===== config.mk =====
export PLATFORM = sky130hd
export DESIGN_NAME = pipelined_adder_flat
export DESIGN_NICKNAME = d
export VERILOG_FILES = /design/src/rtl/pipelined_adder_if.sv /design/src/rtl/pipelined_adder.sv /design/src/flat_wrapper.sv
export SDC_FILE = /design/constraint.sdc
export NUM_CORES = 1
export LEC_CHECK = 0
export CAP_MARGIN = 20
export CORE_ASPECT_RATIO = 0.5
export CORE_UTILIZATION = 45
export CTS_BUF_LIST = sky130_fd_sc_hd__clkbuf_4
export DETAILED_ROUTE_END_ITERATION = 8
export PLACE_DENSITY = 0.75
export SLEW_MARGIN = 10
export SYNTH_ARGS = -nofsm -noshare
export SYNTH_HDL_FRONTEND = slang
export SYNTH_SLANG_ARGS = --single-unit

===== constraint.sdc =====
create_clock -name clk -period 1.7 [get_ports clk]
set_input_delay 0.255 -clock clk [delete_from_list [all_inputs] [get_ports clk]]
set_output_delay 0.255 -clock clk [all_outputs]
set_load 0.05 [all_outputs]

===== src/rtl/pipelined_adder_if.sv =====
// Streaming handshake bundle for pipelined_adder: operand side (a/b/cin) and result side (s/cout/ovf).
// The ovf signal exists only when PIPELINED_ADDER_OVF_EN is defined.
interface pipelined_adder_if #(
    parameter int WIDTH = 8
);
    logic             in_valid;
    logic             in_ready;
    logic [WIDTH-1:0] a;
    logic [WIDTH-1:0] b;
    logic             cin;
    logic             out_valid;
    logic             out_ready;
    logic [WIDTH-1:0] s;
    logic             cout;
`ifdef PIPELINED_ADDER_OVF_EN
    logic             ovf;
`endif

    // Producer/consumer side (drives operands, accepts results)
    modport master (
        output in_valid, a, b, cin, out_ready,
        input  in_ready, out_valid, s, cout
`ifdef PIPELINED_ADDER_OVF_EN
        , input ovf
`endif
    );

    // Adder side
    modport slave (
        input  in_valid, a, b, cin, out_ready,
        output in_ready, out_valid, s, cout
`ifdef PIPELINED_ADDER_OVF_EN
        , output ovf
`endif
    );
endinterface


===== src/rtl/pipelined_adder.sv =====
// WIDTH-bit adder split into WIDTH/CHUNK carry-chained stages with valid/ready backpressure.
// Define PIPELINED_ADDER_OVF_EN to add the registered signed-overflow output.
module pipelined_adder #(
    parameter int WIDTH = 8,
    parameter int CHUNK = 4
) (
    input  logic             clk,
    input  logic             rst,
    pipelined_adder_if.slave bus
);
    localparam int STAGES = (CHUNK > 0) ? WIDTH / CHUNK : 1;

    if ((CHUNK < 1) || (CHUNK > WIDTH) || ((WIDTH % CHUNK) != 0)) begin : g_cfg_check
        $error("pipelined_adder: WIDTH must be a positive multiple of CHUNK");
    end

    logic stall;
    logic advance;
    logic last_valid;

    // The whole pipeline freezes only when a finished result is waiting on the consumer.
    assign stall        = last_valid && !bus.out_ready;
    assign advance      = !stall;
    assign bus.in_ready = advance;

    for (genvar gi = 0; gi < STAGES; gi++) begin : stage
        logic [CHUNK-1:0]         a_chunk;
        logic [CHUNK-1:0]         b_chunk;
        logic                     carry_in;
        logic                     valid_in;
        logic [CHUNK:0]           chunk_sum;
        logic [(gi+1)*CHUNK-1:0]  sum_next;
        logic [(gi+1)*CHUNK-1:0]  sum_reg;
        logic                     carry_reg;
        logic                     valid_reg;
`ifdef PIPELINED_ADDER_OVF_EN
        logic                     sign_a_in;
        logic                     sign_b_in;
`endif

        if (gi == 0) begin : g_src
            assign a_chunk  = bus.a[CHUNK-1:0];
            assign b_chunk  = bus.b[CHUNK-1:0];
            assign carry_in = bus.cin;
            assign valid_in = bus.in_valid;
            assign sum_next = chunk_sum[CHUNK-1:0];
`ifdef PIPELINED_ADDER_OVF_EN
            assign sign_a_in = bus.a[WIDTH-1];
            assign sign_b_in = bus.b[WIDTH-1];
`endif
        end else begin : g_src
            // Lowest still-unprocessed chunk sits at the bottom of the previous skew register.
            assign a_chunk  = stage[gi-1].g_skew.a_hi_reg[CHUNK-1:0];
            assign b_chunk  = stage[gi-1].g_skew.b_hi_reg[CHUNK-1:0];
            assign carry_in = stage[gi-1].carry_reg;
            assign valid_in = stage[gi-1].valid_reg;
            assign sum_next = {chunk_sum[CHUNK-1:0], stage[gi-1].sum_reg};
`ifdef PIPELINED_ADDER_OVF_EN
            assign sign_a_in = stage[gi-1].g_skew.sign_a_reg;
            assign sign_b_in = stage[gi-1].g_skew.sign_b_reg;
`endif
        end

        assign chunk_sum = {1'b0, a_chunk} + {1'b0, b_chunk} + {{CHUNK{1'b0}}, carry_in};

        always_ff @(posedge clk or posedge rst) begin
            if (rst) begin
                valid_reg <= 1'b0;
                carry_reg <= 1'b0;
                sum_reg   <= '0;
            end else if (advance) begin
                valid_reg <= valid_in;
                carry_reg <= chunk_sum[CHUNK];
                sum_reg   <= sum_next;
            end
        end

        if (gi < STAGES - 1) begin : g_skew
            localparam int HI_W = WIDTH - (gi + 1) * CHUNK;

            logic [HI_W-1:0] a_hi_next;
            logic [HI_W-1:0] b_hi_next;
            logic [HI_W-1:0] a_hi_reg;
            logic [HI_W-1:0] b_hi_reg;
`ifdef PIPELINED_ADDER_OVF_EN
            logic            sign_a_reg;
            logic            sign_b_reg;
`endif

            if (gi == 0) begin : g_hi_src
                assign a_hi_next = bus.a[WIDTH-1:CHUNK];
                assign b_hi_next = bus.b[WIDTH-1:CHUNK];
            end else begin : g_hi_src
                assign a_hi_next = stage[gi-1].g_skew.a_hi_reg[HI_W+CHUNK-1:CHUNK];
                assign b_hi_next = stage[gi-1].g_skew.b_hi_reg[HI_W+CHUNK-1:CHUNK];
            end

            always_ff @(posedge clk or posedge rst) begin
                if (rst) begin
                    a_hi_reg <= '0;
                    b_hi_reg <= '0;
`ifdef PIPELINED_ADDER_OVF_EN
                    sign_a_reg <= 1'b0;
                    sign_b_reg <= 1'b0;
`endif
                end else if (advance) begin
                    a_hi_reg <= a_hi_next;
                    b_hi_reg <= b_hi_next;
`ifdef PIPELINED_ADDER_OVF_EN
                    sign_a_reg <= sign_a_in;
                    sign_b_reg <= sign_b_in;
`endif
                end
            end
        end

`ifdef PIPELINED_ADDER_OVF_EN
        if (gi == STAGES - 1) begin : g_ovf
            logic ovf_next;
            logic ovf_reg;

            // Same-sign operands whose result sign differs overflowed in two's complement.
            assign ovf_next = (sign_a_in == sign_b_in) && (sum_next[WIDTH-1] != sign_a_in);

            always_ff @(posedge clk or posedge rst) begin
                if (rst) begin
                    ovf_reg <= 1'b0;
                end else if (advance) begin
                    ovf_reg <= ovf_next;
                end
            end
        end
`endif
    end

    assign last_valid    = stage[STAGES-1].valid_reg;
    assign bus.out_valid = last_valid;
    assign bus.s         = stage[STAGES-1].sum_reg;
    assign bus.cout      = stage[STAGES-1].carry_reg;
`ifdef PIPELINED_ADDER_OVF_EN
    assign bus.ovf       = stage[STAGES-1].g_ovf.ovf_reg;
`endif

endmodule


===== src/flat_wrapper.sv =====
// flat-port wrapper written by rule: the top's interface ports become plain ports
module pipelined_adder_flat 
#(
    parameter int WIDTH = 8,
    parameter int CHUNK = 4
)
  (clk, rst, bus_in_valid, bus_a, bus_b, bus_cin, bus_out_ready, bus_in_ready, bus_out_valid, bus_s, bus_cout);
  pipelined_adder_if #(.WIDTH(WIDTH)) bus_i ();
  input  logic clk;
  input  logic rst;
  input wire logic [$bits(bus_i.in_valid)-1:0] bus_in_valid;
  input wire logic [$bits(bus_i.a)-1:0] bus_a;
  input wire logic [$bits(bus_i.b)-1:0] bus_b;
  input wire logic [$bits(bus_i.cin)-1:0] bus_cin;
  input wire logic [$bits(bus_i.out_ready)-1:0] bus_out_ready;
  output wire logic [$bits(bus_i.in_ready)-1:0] bus_in_ready;
  output wire logic [$bits(bus_i.out_valid)-1:0] bus_out_valid;
  output wire logic [$bits(bus_i.s)-1:0] bus_s;
  output wire logic [$bits(bus_i.cout)-1:0] bus_cout;
  assign bus_i.in_valid = bus_in_valid;
  assign bus_i.a = bus_a;
  assign bus_i.b = bus_b;
  assign bus_i.cin = bus_cin;
  assign bus_i.out_ready = bus_out_ready;
  assign bus_in_ready = bus_i.in_ready;
  assign bus_out_valid = bus_i.out_valid;
  assign bus_s = bus_i.s;
  assign bus_cout = bus_i.cout;
  pipelined_adder #(.WIDTH(WIDTH), .CHUNK(CHUNK)) u_core (.clk(clk), .rst(rst), .bus(bus_i));
endmodule

### Word-level counts from Yosys, hierarchy flattened

Index checks and enable logic that the tools add are counted.

| storage, ports and cells | value |
|---|---|
| register bits | 24 |
| input bits | 21 |
| output and inout port bits | 11 |
| word-level logic and storage cells | 15 |

| cells by class | value |
|---|---|
| $add $sub $neg | 4 |
| reductions and logical operators | 3 |

Operators with widths:

| operator | number |
|---|---|
| 4-bit by 4-bit adder with 5-bit output | 2 |
| 5-bit by 1-bit adder with 5-bit output | 2 |
| 1-bit logical NOT | 2 |
| 1-bit logical AND | 1 |

### Depth between registers and ports, before layout

| logic depth | value |
|---|---|
| depth in word-level cells | 3 |
| mapped depth | 6 |
| gate-level depth less buffers | 6 |

### Worst setup path after synthesis

No wires, ideal clock.

| timing | value |
|---|---|
| path type | flip-flop to flip-flop |
| from | register u_core.stage[0].g_skew.b_hi_reg[0] |
| to | register u_core.stage[1].sum_reg[5], in the netlist u_core.bus.s[5] |
| library setup time | 0.073 ns |
| data arrival time | 1.399 ns |
| data required time | 1.627 ns |
| setup slack | 0.227 ns |
| cell stages (with the launch flop) | 5 |
| buffers on the path | 0 |
| period minus slack after synthesis | 1.473 ns |
| path through | dfrtp_1 -> fa_1 -> inv_1 -> fa_1 -> a21oi_2 |

| on the way | value |
|---|---|
| word-level cells in the longest chain between the ends | 2 |

RTL lines:

| what | RTL line | RTL |
|---|---|---|
| start, declared | pipelined_adder.sv:84 | `logic [HI_W-1:0] b_hi_reg;` |
| start signal, assigned | pipelined_adder.sv:108 | `b_hi_reg <= b_hi_next;` |
| 4-bit by 4-bit adder with 5-bit output | pipelined_adder.sv:64 | `assign chunk_sum = {1'b0, a_chunk} + {1'b0, b_chunk} + {{CHUNK{1'b0}}, carry_in};` |
| 5-bit by 1-bit adder with 5-bit output | pipelined_adder.sv:64 |  |
| end signal, assigned | pipelined_adder.sv:74 | `sum_reg <= sum_next;` |
| end, declared | pipelined_adder.sv:33 | `logic [(gi+1)*CHUNK-1:0] sum_reg;` |

No other way between the ends.
A chain may end at the register's enable or synchronous reset.

### Final worst setup path

| timing | value |
|---|---|
| from | register u_core.stage[0].g_skew.b_hi_reg[0] |
| to | register u_core.stage[1].sum_reg[7], in the netlist u_core.bus.s[7] |

The elaborated chain is that of the path after synthesis.

==> impl_results.md <==
- Worst-case clock buffer depth: 2
- Count of boundary I/O pins: 32
- Depth of the CTS H-tree: 1
- Final period demand of the worst path: 1620 ps
- Achievable clock frequency: 617 MHz
- RSZ-0062 raised after global routing: false
- Number of endpoints with negative hold slack in the final report: 0
- Critical path data required time: 1910 ps
- Avg WL per Cell: 10.7 um
- Number of global-route vias before repair: 873
- Clk sinks: 24
- Syn Nets: 153
- Endpoint type of the worst setup path: flop
- Port-buffer cells: 31
- Width of the die: 75.0 um
- Number of remaining DRC errors: 0
- Share of post-route cells with drive strength above 1: 17.8%
- Final period utilization: 95.3%
- Number of resized instances in the post-cts repair step: 0
- Slew at the pin closest to its max-slew limit: 307 ps
- Clock buffers created by TritonCTS: 3
- Largest net degree at the start of global routing: 25
- Count of maximum capacitance violations: 0
- Synthesis Warnings: 0
- Arrival time of data at the critical path endpoint: 1830 ps
- Final-report setup violation count: 0
- Post-Route Setup TNS: 0 ps
- Area growth, synth to finish: 31.7%
- Mean post-synth cell area: 9.84 um2
- Weighted congestion reported at the end of routability-driven placement: 0.700
- Maximum vdd drop: 0.574 mV
- Via/cell ratio: 4.66
- R2R Setup Slk: 80 ps
- Total length of routed wires: 2060 um
- Rel. slew slack: 79.5%
- Worst skew pair latency: 330 ps
- Post-CTS setup repair buffer count: 0
- Cell area after synthesis: 1200 um2
- Critical path buffer and inverter count: 0
- Standard cell with the maximum stage delay on the critical path: fa_1
- Fill cell total of the finished layout: 224
- Yosys reg bits: 24
- Floorplan die area: 2890 um2
- Share of synthesized area occupied by flip-flops and latches: 50.1%
- DPL Wire Length: 1560 um
- Most common cell after layout, fill and taps aside: nand2_1
- Crit Reg-Reg Endpoint: u_core.bus.s[7]
- Overall global routing resource usage: 17.5%
- Row cnt: 12
- Clock-pin slew on the worst setup and hold paths: 140 ps
- Crit Reg-Reg Startpoint: u_core.stage[0].g_skew.b_hi_reg[0]
- 1st-iter DRT viols: 23
- Static leakage: 0.794 nW
- R2R cell count: 5
- Critical setup path kind: reg -> reg
- First-pass GRT wire length: 3510 um
- Post-synth cell types: 19
- Antenna violations before repair: 0
- Cell Chain, Critical Path: fa_1 > a21o_1 > a21oi_2 > xor2_1 > o21ai_1
- Total power density per cell area: 1260 nW/um2
- Number of max-slew violations in the final report: 0
- Via count of the routed design: 895
- Core Box Area: 2360 um2
- Run status: complete, no violations
- Worst clock skew: 18.9 ps
- Remaining global-route overflow: 0
- Slowest cell delay on critical path: 470 ps
- Post-CTS Hold Fix Bufs: 0
- Critical path startpoint category: flop
- Top library cells by usage in the layout, fill and taps aside: nand2_1, dfrtp_1, clkdlybuf4s50_1
- Starting utilization of the core area: 50.9%
- Number of flip-flops under the largest register name: 8
- Residual antenna-violating net count after detailed routing: 0
- Clock tree root buffer cell: clkbuf_4
- Largest fanout of any net on the critical path: 2
- Die span in y: 38.5 um
- First drt pass iteration count: 4
- Ant diodes: 0
- Worst hold-check path type: in -> async
- TritonCTS clock tree: built
- Power after layout: 0.00199 W
- Kind of cell adding the most delay to the critical path: adder cells
- Final #Nets: 189
- Post-Syn Instances: 122
[how the worst max path moves through the flow]
stage	depth (start not counted)	endpoint	slack, ps	startpoint
after global routing	6	u_core.bus.cout	30	u_core.stage[0].g_skew.b_hi_reg[0]
after floorplan	4	u_core.bus.s[5]	230	u_core.stage[0].g_skew.b_hi_reg[0]
after global placement	5	u_core.stage[0].sum_reg[1]	-110	bus_cin
after CTS	5	u_core.bus.s[7]	80	u_core.stage[0].g_skew.b_hi_reg[0]
after detailed placement	5	u_core.stage[0].sum_reg[1]	-130	bus_cin
final	5	u_core.bus.s[7]	80	u_core.stage[0].g_skew.b_hi_reg[0]
[final cells by class]
cell class | count | area (um2) | share of cell area [%]
Tap cell | 35 | 43.8 | 2.77
Multi-Input combinational cell | 85 | 522 | 33.0
Sequential cell | 24 | 601 | 38.0
Inverter | 9 | 36.3 | 2.30
Clock inverter | 1 | 30.0 | 1.90
Clock buffer | 3 | 22.5 | 1.43
Timing Repair Buffer | 35 | 325 | 20.6
[cell families after synthesis]
family,count (synthesis),synth area share (%)
compound gates,17,9.70
fa+ha+maj,10,12.9
buf+inv,13,6.47
simple gates,55,18.7
xor+xnor,3,2.19
flops,24,50.1
[worst register-to-register path, cell delays in order (launching register included)]
cell	delay, ps
dfrtp_1	430
fa_1	470
a21o_1	200
a21oi_2	150
xor2_1	180
o21ai_1	70
[report_power, final]
part / internal (W) / switching [W] / leakage (nW)
combinational: 0.000292 / 0.000514 / 0.481
sequential: 0.000701 / 0.0000696 / 0.284
clock: 0.000239 / 0.000178 / 0.0279
total: 0.00123 / 0.000761 / 0.794
[synthesized netlist by cell type]
cell type,number,area (um2)
a21oi_1,2,10.0
a21o_1,2,15.0
inv_4,1,6.26
nor2_1,7,26.3
nand2b_1,1,6.26
nand2_1,44,165
inv_1,8,30.0
o21ai_0,5,25.0
a21oi_2,5,43.8
fa_1,4,80.1
buf_6,3,33.8
o21ai_2,2,17.5
ha_1,6,75.1
xor2_1,3,26.3
nor2b_1,2,12.5
buf_4,1,7.51
o21ai_1,1,5.00
nor2b_4,1,13.8
dfrtp_1,24,601
[stage by stage]
step                utilization, %  hold WS, ps  area (um2)  setup slack (ps)  instances
floorplan                        -          270        1200               227        122
global placement              64.8          440        1530              -111        188
detailed placement            64.8          447        1530              -133        188
CTS                           67.0          264        1580              77.7        192
global route                  67.0          259        1580              32.0        192
finish                        67.0          253        1580              80.4        192
[metal layers]
metal / GRT usage (%) / part of all wire, % / vias to the layer above
li1: - / - / 448
met1: 18.4 / 43 / 420
met4: 7.08 / 1.6 / 0
met3: 5.53 / 4.2 / 4
met2: 33.3 / 51 / 23
met5: 0 / 0 / -
Note: power is estimated with default switching activity, not from simulation.
